[src/rtl/gsquare_b.sv]
// gsquare_b: unary (stochastic) squarer.
// A saturating up/down counter, compared against an external random number,
// regenerates a decorrelated copy of the input stream. The input is ANDed
// with that copy, so the output probability is about p*p.
// Optional build macro GSQUARE_CNT_OUT_EN exposes the counter (cnt_o) and
// its saturation flag (sat_o).
module gsquare_b #(
    parameter int unsigned BW   = 5,
    parameter int unsigned WARM = 6
) (
    input  logic          clk,
    input  logic          rst_n,      // active-high synchronous reset despite the name
    input  logic          in_valid,
    input  logic [BW:0]   rand_num,
    input  logic          in,
    output logic          out,
    output logic          out_valid
`ifdef GSQUARE_CNT_OUT_EN
    ,
    output logic [BW:0]   cnt_o,
    output logic          sat_o
`endif
);

    localparam int unsigned CW = BW + 1;
    localparam logic [CW-1:0]   CNT_MID   = CW'(1) << BW;
    localparam logic [CW-1:0]   CNT_MAX   = '1;
    localparam logic [CW-1:0]   CNT_MIN   = '0;
    localparam logic [WARM-1:0] WARM_LAST = '1;

    localparam logic [0:0] S_WARM = 1'b0;
    localparam logic [0:0] S_RUN  = 1'b1;

    logic [CW-1:0]   r_cnt;
    logic [WARM-1:0] r_warm_cnt;
    logic [0:0]      r_state;
    logic            r_out;
    logic            r_out_valid;

    logic            w_regen;
    logic [CW-1:0]   w_cnt_nxt;
    logic [WARM-1:0] w_warm_nxt;
    logic [0:0]      w_state_nxt;
    logic            w_out_nxt;
    logic            w_out_valid_nxt;

    // Regenerated copy of the input stream from the pre-update counter
    assign w_regen = (r_cnt > rand_num);

    // Next-state, counter and output decode
    always_comb begin
        w_cnt_nxt       = r_cnt;
        w_warm_nxt      = r_warm_cnt;
        w_state_nxt     = r_state;
        w_out_nxt       = 1'b0;
        w_out_valid_nxt = 1'b0;

        if (in_valid) begin
            if (in && !w_regen) begin
                if (r_cnt != CNT_MAX) begin
                    w_cnt_nxt = r_cnt + CW'(1);
                end
            end else if (!in && w_regen) begin
                if (r_cnt != CNT_MIN) begin
                    w_cnt_nxt = r_cnt - CW'(1);
                end
            end

            case (r_state)
                S_WARM: begin
                    // The transition edge itself still emits an invalid output
                    w_warm_nxt = r_warm_cnt + WARM'(1);
                    if (r_warm_cnt == WARM_LAST) begin
                        w_state_nxt = S_RUN;
                    end
                end
                S_RUN: begin
                    w_out_nxt       = in & w_regen;
                    w_out_valid_nxt = 1'b1;
                end
                default: begin
                    w_state_nxt = S_WARM;
                end
            endcase
        end
    end

    // State, counter and output registers with synchronous reset
    always_ff @(posedge clk) begin
        if (rst_n) begin
            r_cnt       <= CNT_MID;
            r_warm_cnt  <= '0;
            r_state     <= S_WARM;
            r_out       <= 1'b0;
            r_out_valid <= 1'b0;
        end else begin
            r_cnt       <= w_cnt_nxt;
            r_warm_cnt  <= w_warm_nxt;
            r_state     <= w_state_nxt;
            r_out       <= w_out_nxt;
            r_out_valid <= w_out_valid_nxt;
        end
    end

    assign out       = r_out;
    assign out_valid = r_out_valid;

`ifdef GSQUARE_CNT_OUT_EN
    assign cnt_o = r_cnt;
    assign sat_o = (r_cnt == CNT_MIN) || (r_cnt == CNT_MAX);
`endif

endmodule

[config.mk]
export PLATFORM = sky130hd
export DESIGN_NAME = gsquare_b
export DESIGN_NICKNAME = d
export VERILOG_FILES = /design/src/rtl/gsquare_b.sv
export SDC_FILE = /design/constraint.sdc
export NUM_CORES = 1
export LEC_CHECK = 0
export ABC_AREA = 1
export CORE_UTILIZATION = 55
export CTS_CLUSTER_DIAMETER = 60
export DETAILED_ROUTE_END_ITERATION = 6
export GPL_ROUTABILITY_DRIVEN = 0
export PLACE_DENSITY = 0.76
export SETUP_SLACK_MARGIN = 0.4
export SLEW_MARGIN = 10
export SYNTH_ARGS = -nofsm -noshare
export SYNTH_HDL_FRONTEND = slang
export SYNTH_SLANG_ARGS = --single-unit
[constraint.sdc]
create_clock -name clk -period 3.1 [get_ports clk]
set_input_delay 0.62 -clock clk [delete_from_list [all_inputs] [get_ports clk]]
set_output_delay 0.62 -clock clk [all_outputs]
set_load 0.01 [all_outputs]
# Word level (Yosys, flattened, before mapping)
# Index checks and enable logic that the tools add are counted.
word_totals:
  reg_bits: 15
  in_bits: 10
  out_inout_bits: 2
  elab_cells: 33
op_classes:
  add_sub_neg: 3
  magnitude_cmp: 1
  eq_ne: 3
  muxes: 7
  n_bitwise: 3
  n_reduce_logical: 11
op_table:
  columns: ["operator", "count"]
  rows:
  - ["6-bit 2-to-1 mux", 4]
  - ["6-bit by 1-bit adder with 6-bit output, second input constant", 2]
  - ["6-bit == test, second input constant", 1]
  - ["6-bit greater-than comparator", 1]
  - ["6-bit inequality test, second input constant", 1]
  - ["6-bit nonzero test", 1]
  - ["6-bit by 1-bit subtractor with 6-bit output, second input constant", 1]
  - ["4-bit AND reduction", 1]
  - ["2-bit nonzero test", 2]
  - ["1-bit 2-to-1 mux", 3]
  - ["3-bit OR reduction", 1]
  - ["1-bit logical AND", 2]
  - ["1-bit logical NOT", 2]
  - ["2-bit by 1-bit inequality test with 1-bit output, second input constant", 1]
  - ["1-bit inverter", 2]
  - ["2-bit AND reduction", 1]
  - ["2-bit OR reduction", 1]
  - ["1-bit AND", 1]

# Longest topological paths before layout
# Gate-level depths: netlist of run 1.
depth:
  word_depth: 5
  depth_mapped: 18
  mapped_depth_nobuf: 18

# Worst setup path before layout of run 1
# OpenSTA, ideal clock, no wires.
synth_path:
  path_type: "input-to-reg"
  startpoint: "in rand_num[5]"
  endpoint: "reg r_cnt[5]"
  setup_ns: 0.117
  arrival_ns: 2.604
  required_ns: 2.983
  setup_slack_ns: 0.379
  path_stages: 15
  cell_sequence: "inv_1 > ha_1 > nand2_1 > nor2_1 > o21ai_0 > a31oi_1 > inv_1 > ha_1 > inv_1 > ha_1 > or2_2 > nand3b_1 > nand3_1 > nand3_1 > nand2_1"
synth_between:
  elab_chain_cells: 5
  elab_cells_between_ends: 9
synth_rtl:
  columns: ["item", "line_no", "text"]
  rows:
  - ["start, declared", "14", "input logic [BW:0] rand_num,"]
  - ["6-bit greater-than comparator *", "48", "assign w_regen = (r_cnt > rand_num);"]
  - ["1-bit logical NOT", "59", "if (in && !w_regen) begin"]
  - ["1-bit logical AND", "59", null]
  - ["2-bit by 1-bit inequality test with 1-bit output (no line) or 2-bit nonzero test (tied branches)", null, null]
  - ["4-bit AND reduction (no line)", null, null]
  - ["end signal, assigned", "97", "r_cnt <= w_cnt_nxt;"]
  - ["end, declared", "34", "logic [CW-1:0] r_cnt;"]
# Mark *: on every way between the ends. The rest lies on a longest branch, timed or not.
# A chain may end at the register's enable or synchronous reset.

# Worst setup path after layout of run 1
layout_path:
  startpoint: "in rand_num[0]"
  endpoint: "reg r_cnt[5]"
# The elaborated chain is that of the path after synthesis.

==> impl_metrics.yaml, run 1 <==
floorplan:
  core_area_um2: 1783
  ioPinCount: 12
  rows: 15
  start_util_pct: 60.77
  die_y_um: 46.39
  dieArea_um2: 2152
  fp.dieW_um: 46.39
logic_synthesis:
  syn_area_um2: 1084
  syn-num-nets: 185
  synthFlopType: "dfxtp_1"
  synth-seq-area-share_pct: 27.71
  synth_seq_cells: 15
  synth_cells: 161
  yosysWarnings: 0
  avgSynthCellArea_um2: 6.730
  synth-edff-count: 0
  ys_types: 22
  async_flop_share_pct: 0
cells_and_area:
  seq_area_um2: 300.3
  finalNetCount: 207
  fill_cells: 136
  layout.cells.non_filler: 207
  syn2layout_area_growth_pct: 30.60
  utilization_pct: 79.37
  diodes: 0
  drive_gt1_share_pct: 22.53
  multiInputGateArea_um2: 790.8
worst_setup_path:
  worstSetupPathType: "in2reg"
  cp.depth: 16
  crit_family: "adder cells"
  cp.arrival_ns: 2.77
  cp.required_ns: 3.28
  endpoint_kind: "flip-flop"
  critPathMaxStageDelay_ns: 0.40
  reg2reg_depth: 16
  crit_path_top_delay_cell: "clkdlybuf4s50_1"
  cp-start-kind: "input pin"
  crit_fanout: 5
  worst-path-buf-inv: 4
  crit_top_cell: "nand2_1"
  crit_chain: "clkdlybuf4s50_1 > ha_1 > nand2_1 > nor3_2 > a31oi_1 > inv_1 > ha_4 > inv_6 > buf_6 > ha_1 > nand2_1 > nand2_2 > nand3b_1 > nand3_1 > nand3_1 > nand2_1"
grt:
  grt_pass1_wl_mm: 3.933
  grt_antenna_before_repair: 0
  grt_max_degree: 12
  grtUsageTotal_pct: 25.71
  grt_pass1_vias: 981
  globalRouteOverflowTotal: 0
routing:
  viasPerCell: 5.019
  drt_iter0_drc: 29
  routed_wl_mm: 2.410
  wire_per_inst_um: 11.64
  via_count: 1039
  ant_nets: 0
  drc: 0
  drtPass1Iterations: 4
status:
  status: "finished clean"
sta:
  post-route-period-util_pct: 83.64
  layout_min_cycle_time_ns: 2.593
  final-max-slew-violation-count: 0
  clock.fmax_mhz: 385.7
  fin_worst_skew_ns: 0.004372
  slew_headroom_pct: 75.57
  setup_viol_count_final: 0
  hold_violations: 0
  worst_slew_pin_slew_ns: 0.3659
  grt_setup_unrepaired: "false"
  postLayoutSetupSlackWorst_ns: 0.5073
pwr:
  irDropWorstVdd_uv: 348.9
  total_power_mw: 0.7567
  power.density_nw_per_um2: 534.8
  p_leak_nw: 0.6334
clock_network:
  clkSinkCount: 15
  cts_root_buf: "clkbuf_4"
  cts_tree: "built"
  clk_pin_slew_worst_paths_ns: 0.08
  clock_latency_ns: 0.28
  clockBufferDepth: 2
  htreeDepth: 1
  numCtsBuffers: 3
run:
  drv_cap: 0
placement:
  port-buffer-count: 11
  dp.cells: 202
  dpl.hpwl_mm: 1.771
  pre_cts_slack_ns: -0.1436
worst_hold_path:
  hold_path_depth: 2
  hp-class: "reg2reg"
worst paths after layout:
check             endpoint           from  slack (ns)
min          r_warm_cnt[5]  r_warm_cnt[5]        0.48
min reg2reg  r_warm_cnt[5]  r_warm_cnt[5]        0.48
max               r_cnt[5]    rand_num[0]        0.51
max reg2reg       r_cnt[5]       r_cnt[0]        0.60
registers in the layout, summed over array words and instances, names as in the netlist:
register,flops
r_state,1
r_warm_cnt,6
r_cnt,6
out_valid,1
out,1
report_power, final:
group	internal, mW	total [mW]	switching (mW)
registers	0.212	0.256	0.0442
logic	0.188	0.390	0.202
clock network	0.0500	0.110	0.0605
cells in the mapped netlist, drive strengths merged, types with 2 or more instances:
library cell | count | area share [%]
nand3b | 2 | 1.4
inv | 25 | 8.7
nand3 | 9 | 4.2
nor2 | 26 | 11
a21oi | 10 | 4.6
nor3 | 3 | 1.4
ha | 13 | 15
nand4 | 2 | 1.2
o21ai | 6 | 2.8
dfxtp | 15 | 28
nand2 | 42 | 15
metrics by stage:
stage	cell area, um^2	TNS, ns	hold slack [ns]
floorplan	1084	0	0.4432
global placement	1259	-0.09907	0.4592
detailed placement	1259	-0.3351	0.4655
CTS	1395	0	0.4764
global route	1415	0	0.4950
finish	1415	0	0.4766
layout make-up:
type	count	share of cell area, %
clock buffers	4	1.857
inverters	26	7.250
multi-input cells	119	55.88
flip-flops and latches	15	21.22
well taps	25	2.210
repair buffers	18	11.58
placed cells by master (no fill, tap or decap), types with 2 or more instances in the layout:
master           instances
nand2_1                 35
inv_1                   21
nor2_1                  18
dfxtp_1                 15
a21oi_1                  9
nand3_1                  8
nand2_2                  7
nor2_2                   7
ha_4                     7
ha_1                     6
clkdlybuf4s50_1          6
dlygate4sd2_1            5
buf_4                    5
o21ai_0                  4
inv_2                    3
clkbuf_4                 3
o21ai_1                  2
nor3_1                   2
nand4_1                  2
nand3b_1                 2
buf_6                    2
per-layer routing:
layer,GRT usage [%],vias up,share of wire (%)
li1,-,550,-
met5,0,-,0
met3,6.667,7,3.5
met2,47.50,21,52
met1,28.03,461,43
met4,7.647,0,1.5
timing repair:
item | 4_1_cts | 5_1_grt
resized for setup | 29 | 3
hold buffers | 0 | 0
pin swaps | 13 | 6
buffers inserted | 1 | 0
endpoints found under the setup margin | 6 | 6
worst register-to-register path, cell delays in order, from the launching register on:
cell and delay, ns:
dfxtp_1 0.51, inv_1 0.14, ha_1 0.29, nand2_1 0.08, nor3_2 0.04, a31oi_1 0.18, inv_1 0.10, ha_4 0.19
inv_6 0.08, buf_6 0.10, ha_1 0.22, nand2_1 0.08, nand2_2 0.06, nand3b_1 0.11, nand3_1 0.09, nand3_1 0.08
nand2_1 0.05
kinds of logic (layout without fill, tap and decap cells):
group	Yosys count	after routing	share of synthesized area, %
simple gates	86	86	35.80
flops	15	15	27.71
buf+inv	27	48	10.05
fa+ha+maj	14	14	16.86
compound gates	17	17	7.968
xor+xnor	2	2	1.617
No activity file was read; power rests on OpenSTA's default activity.
==> run 2, diff against run 1 <==
--- a/config.mk
+++ b/config.mk
@@ -6,11 +6,11 @@
 export NUM_CORES = 1
 export LEC_CHECK = 0
 export ABC_AREA = 1
-export CORE_UTILIZATION = 55
+export CORE_UTILIZATION = 49
 export CTS_CLUSTER_DIAMETER = 60
 export DETAILED_ROUTE_END_ITERATION = 6
 export GPL_ROUTABILITY_DRIVEN = 0
-export PLACE_DENSITY = 0.76
+export PLACE_DENSITY = 0.72
 export SETUP_SLACK_MARGIN = 0.4
 export SLEW_MARGIN = 10
 export SYNTH_ARGS = -nofsm -noshare
==> constraint.sdc (replaced) <==
create_clock -name clk -period 2.13 [get_ports clk]
set_input_delay 0.426 -clock clk [delete_from_list [all_inputs] [get_ports clk]]
set_output_delay 0.426 -clock clk [all_outputs]
set_load 0.01 [all_outputs]
==> impl_metrics.yaml, run 2 (same netlist as run 1, synthesis figures left out) <==
cells_and_area:
  reg.largest.list: "r_cnt x6, r_warm_cnt x6"
  syn2layout_area_growth_pct: 41.92
  seq_area_um2: 309.0
  multiInputGateArea_um2: 818.3
  diodes: 0
  layout.cells.non_filler: 217
  final_common_cell: "nand2_1"
  drive_gt1_share_pct: 35.26
  fill_cells: 171
  finalNetCount: 215
  final_cell_mix: "nand2_1 (32), inv_1 (18), nor2_1 (17)"
worst_setup_path:
  r2r-end: "r_cnt[5]"
  endpoint_kind: "flip-flop"
  cp.arrival_ns: 2.48
  critPathMaxStageDelay_ns: 0.35
  r2r-start: "r_cnt[5]"
  crit_chain: "ha_4 > nand2_4 > nor2_1 > o21ai_1 > a31oi_1 > inv_1 > ha_4 > inv_6 > ha_4 > or2_4 > nand3b_1 > nand2_1 > nand2_1 > nand3_1 > nand2_1"
  crit_path_top_delay_cell: "dfxtp_2"
  reg2reg_depth: 15
  crit_fanout: 6
  cp.required_ns: 2.37
  r2r_slack_ns: -0.11
  cp-start-kind: "flip-flop"
  worstSetupPathType: "reg2reg"
placement:
  dpl.hpwl_mm: 1.962
  pre_cts_slack_ns: -0.8199
  port-buffer-count: 11
  dp.cells: 211
routing:
  routed_wl_mm: 2.569
  ant_nets: 0
  via_count: 1093
  drc: 0
  wire_per_inst_um: 11.84
  viasPerCell: 5.037
  drt_iter0_drc: 30
  drtPass1Iterations: 4
sta:
  hold_violations: 0
  final-max-slew-violation-count: 0
  fin_worst_skew_ns: 0.004043
  post-route-period-util_pct: 105.1
  worst_slew_pin_slew_ns: 0.3052
  layout_min_cycle_time_ns: 2.238
  slew_headroom_pct: 79.53
  postLayoutSetupSlackWorst_ns: -0.1081
  grt_setup_unrepaired: "true"
  setup_viol_count_final: 6
  clock.fmax_mhz: 446.8
clock_network:
  hold_buffers: 0
  clockBufferDepth: 2
  clk_pin_slew_worst_paths_ns: 0.10
  clock_latency_ns: 0.30
  clkSinkCount: 15
  htreeDepth: 1
  cts_root_buf: "clkbuf_4"
  numCtsBuffers: 3
  cts_tree: "built"
floorplan:
  rows: 16
  core_area_um2: 2022
  ioPinCount: 12
  dieArea_um2: 2403
  die_y_um: 49.03
  fp.dieW_um: 49.03
  start_util_pct: 53.59
grt:
  grt_antenna_before_repair: 0
  grtUsageTotal_pct: 24.92
  globalRouteOverflowTotal: 0
  grt_max_degree: 11
  grt_pass1_wl_mm: 4.478
  grt_pass1_vias: 1076
worst_hold_path:
  hold_path_depth: 2
  hp-class: "reg2reg"
  hold_path_end: "r_warm_cnt[5]"
  hold_start: "r_warm_cnt[5]"
pwr:
  swShare_pct: 40.74
  internal-power_mw: 0.7156
  p_leak_nw: 0.6795
  power.density_nw_per_um2: 785.3
  netSwitchingPower_mw: 0.4920
  irDropWorstVdd_uv: 677.3
  p_seq_share_pct: 28.5
  power_frac_clock_pct: 14.4
  p_comb_share_pct: 57.1
run:
  drv_cap: 0
status:
  status: "finished with violations"
  violations: "negative setup slack"
[run 2: power by group through the flow]
| stage | sequential, mW | clock [mW] | combinational (mW) |
|---|---|---|---|
| floorplan | 0.362 | 0 | 0.421 |
| global placement | 0.345 | 0 | 0.593 |
| detailed placement | 0.347 | 0 | 0.619 |
| CTS | 0.345 | 0.175 | 0.669 |
| global route | 0.350 | 0.187 | 0.769 |
| finish | 0.345 | 0.174 | 0.689 |
[run 2: stage by stage]
| step | total power, mW | setup TNS (ns) | cell area (um^2) | hold WS (ns) | utilization, % |
|---|---|---|---|---|---|
| floorplan | 0.7824 | -0.4333 | 1222 | 0.4432 | - |
| global placement | 0.9382 | -4.319 | 1453 | 0.4601 | 71.84 |
| detailed placement | 0.9653 | -4.532 | 1453 | 0.4700 | 71.84 |
| CTS | 1.189 | -0.2755 | 1530 | 0.4842 | 75.68 |
| global route | 1.306 | -1.229 | 1538 | 0.5386 | 76.05 |
| finish | 1.208 | -0.3381 | 1538 | 0.4874 | 76.05 |
[run 2: area by class of cell]
class                   instances  share of cell area (%)
multi-input cells             119                   53.21
flip-flops and latches         15                   20.10
repair buffers                 26                   14.73
inverters                      26                   7.974
well taps                      27                   2.197
clock buffers                   3                   1.465
clock inverters                 1                  0.3255
[run 2: timing repair]
item                                    CTS  global route
setup buffers                             2             0
endpoints found under the setup margin    7             6
pin swaps                                16             2
gates resized for setup                  34             3
[run 2: critical path: cells and delay by family, from the launching register on]
kind / cells / cell delay, ns
compound gates: 2 / 0.23
fa+ha+maj: 3 / 0.66
buf+inv: 2 / 0.17
flops: 1 / 0.35
simple gates: 8 / 0.75
[run 2: worst max-delay path by stage]
stage | start | end | slack (ns) | cells after the start
final | r_cnt[5] | r_cnt[5] | -0.11 | 15
after global routing | r_cnt[5] | r_cnt[4] | -0.23 | 17
after CTS | r_cnt[5] | r_cnt[5] | -0.07 | 15
after detailed placement | rand_num[3] | r_cnt[4] | -0.82 | 19
after global placement | rand_num[3] | r_cnt[3] | -0.77 | 18
after floorplan | rand_num[3] | r_cnt[3] | -0.13 | 17
[run 2: metal layers]
| layer | GRT usage (%) | share of wire, % | up-vias | routed length, um |
|---|---|---|---|---|
| li1 | - | - | 564 | - |
| met1 | 30.08 | 47 | 503 | 1211 |
| met2 | 41.44 | 47 | 21 | 1198 |
| met3 | 4.984 | 4.2 | 5 | 108 |
| met4 | 13.24 | 1.9 | 0 | 50 |
| met5 | 0 | 0 | - | 0 |
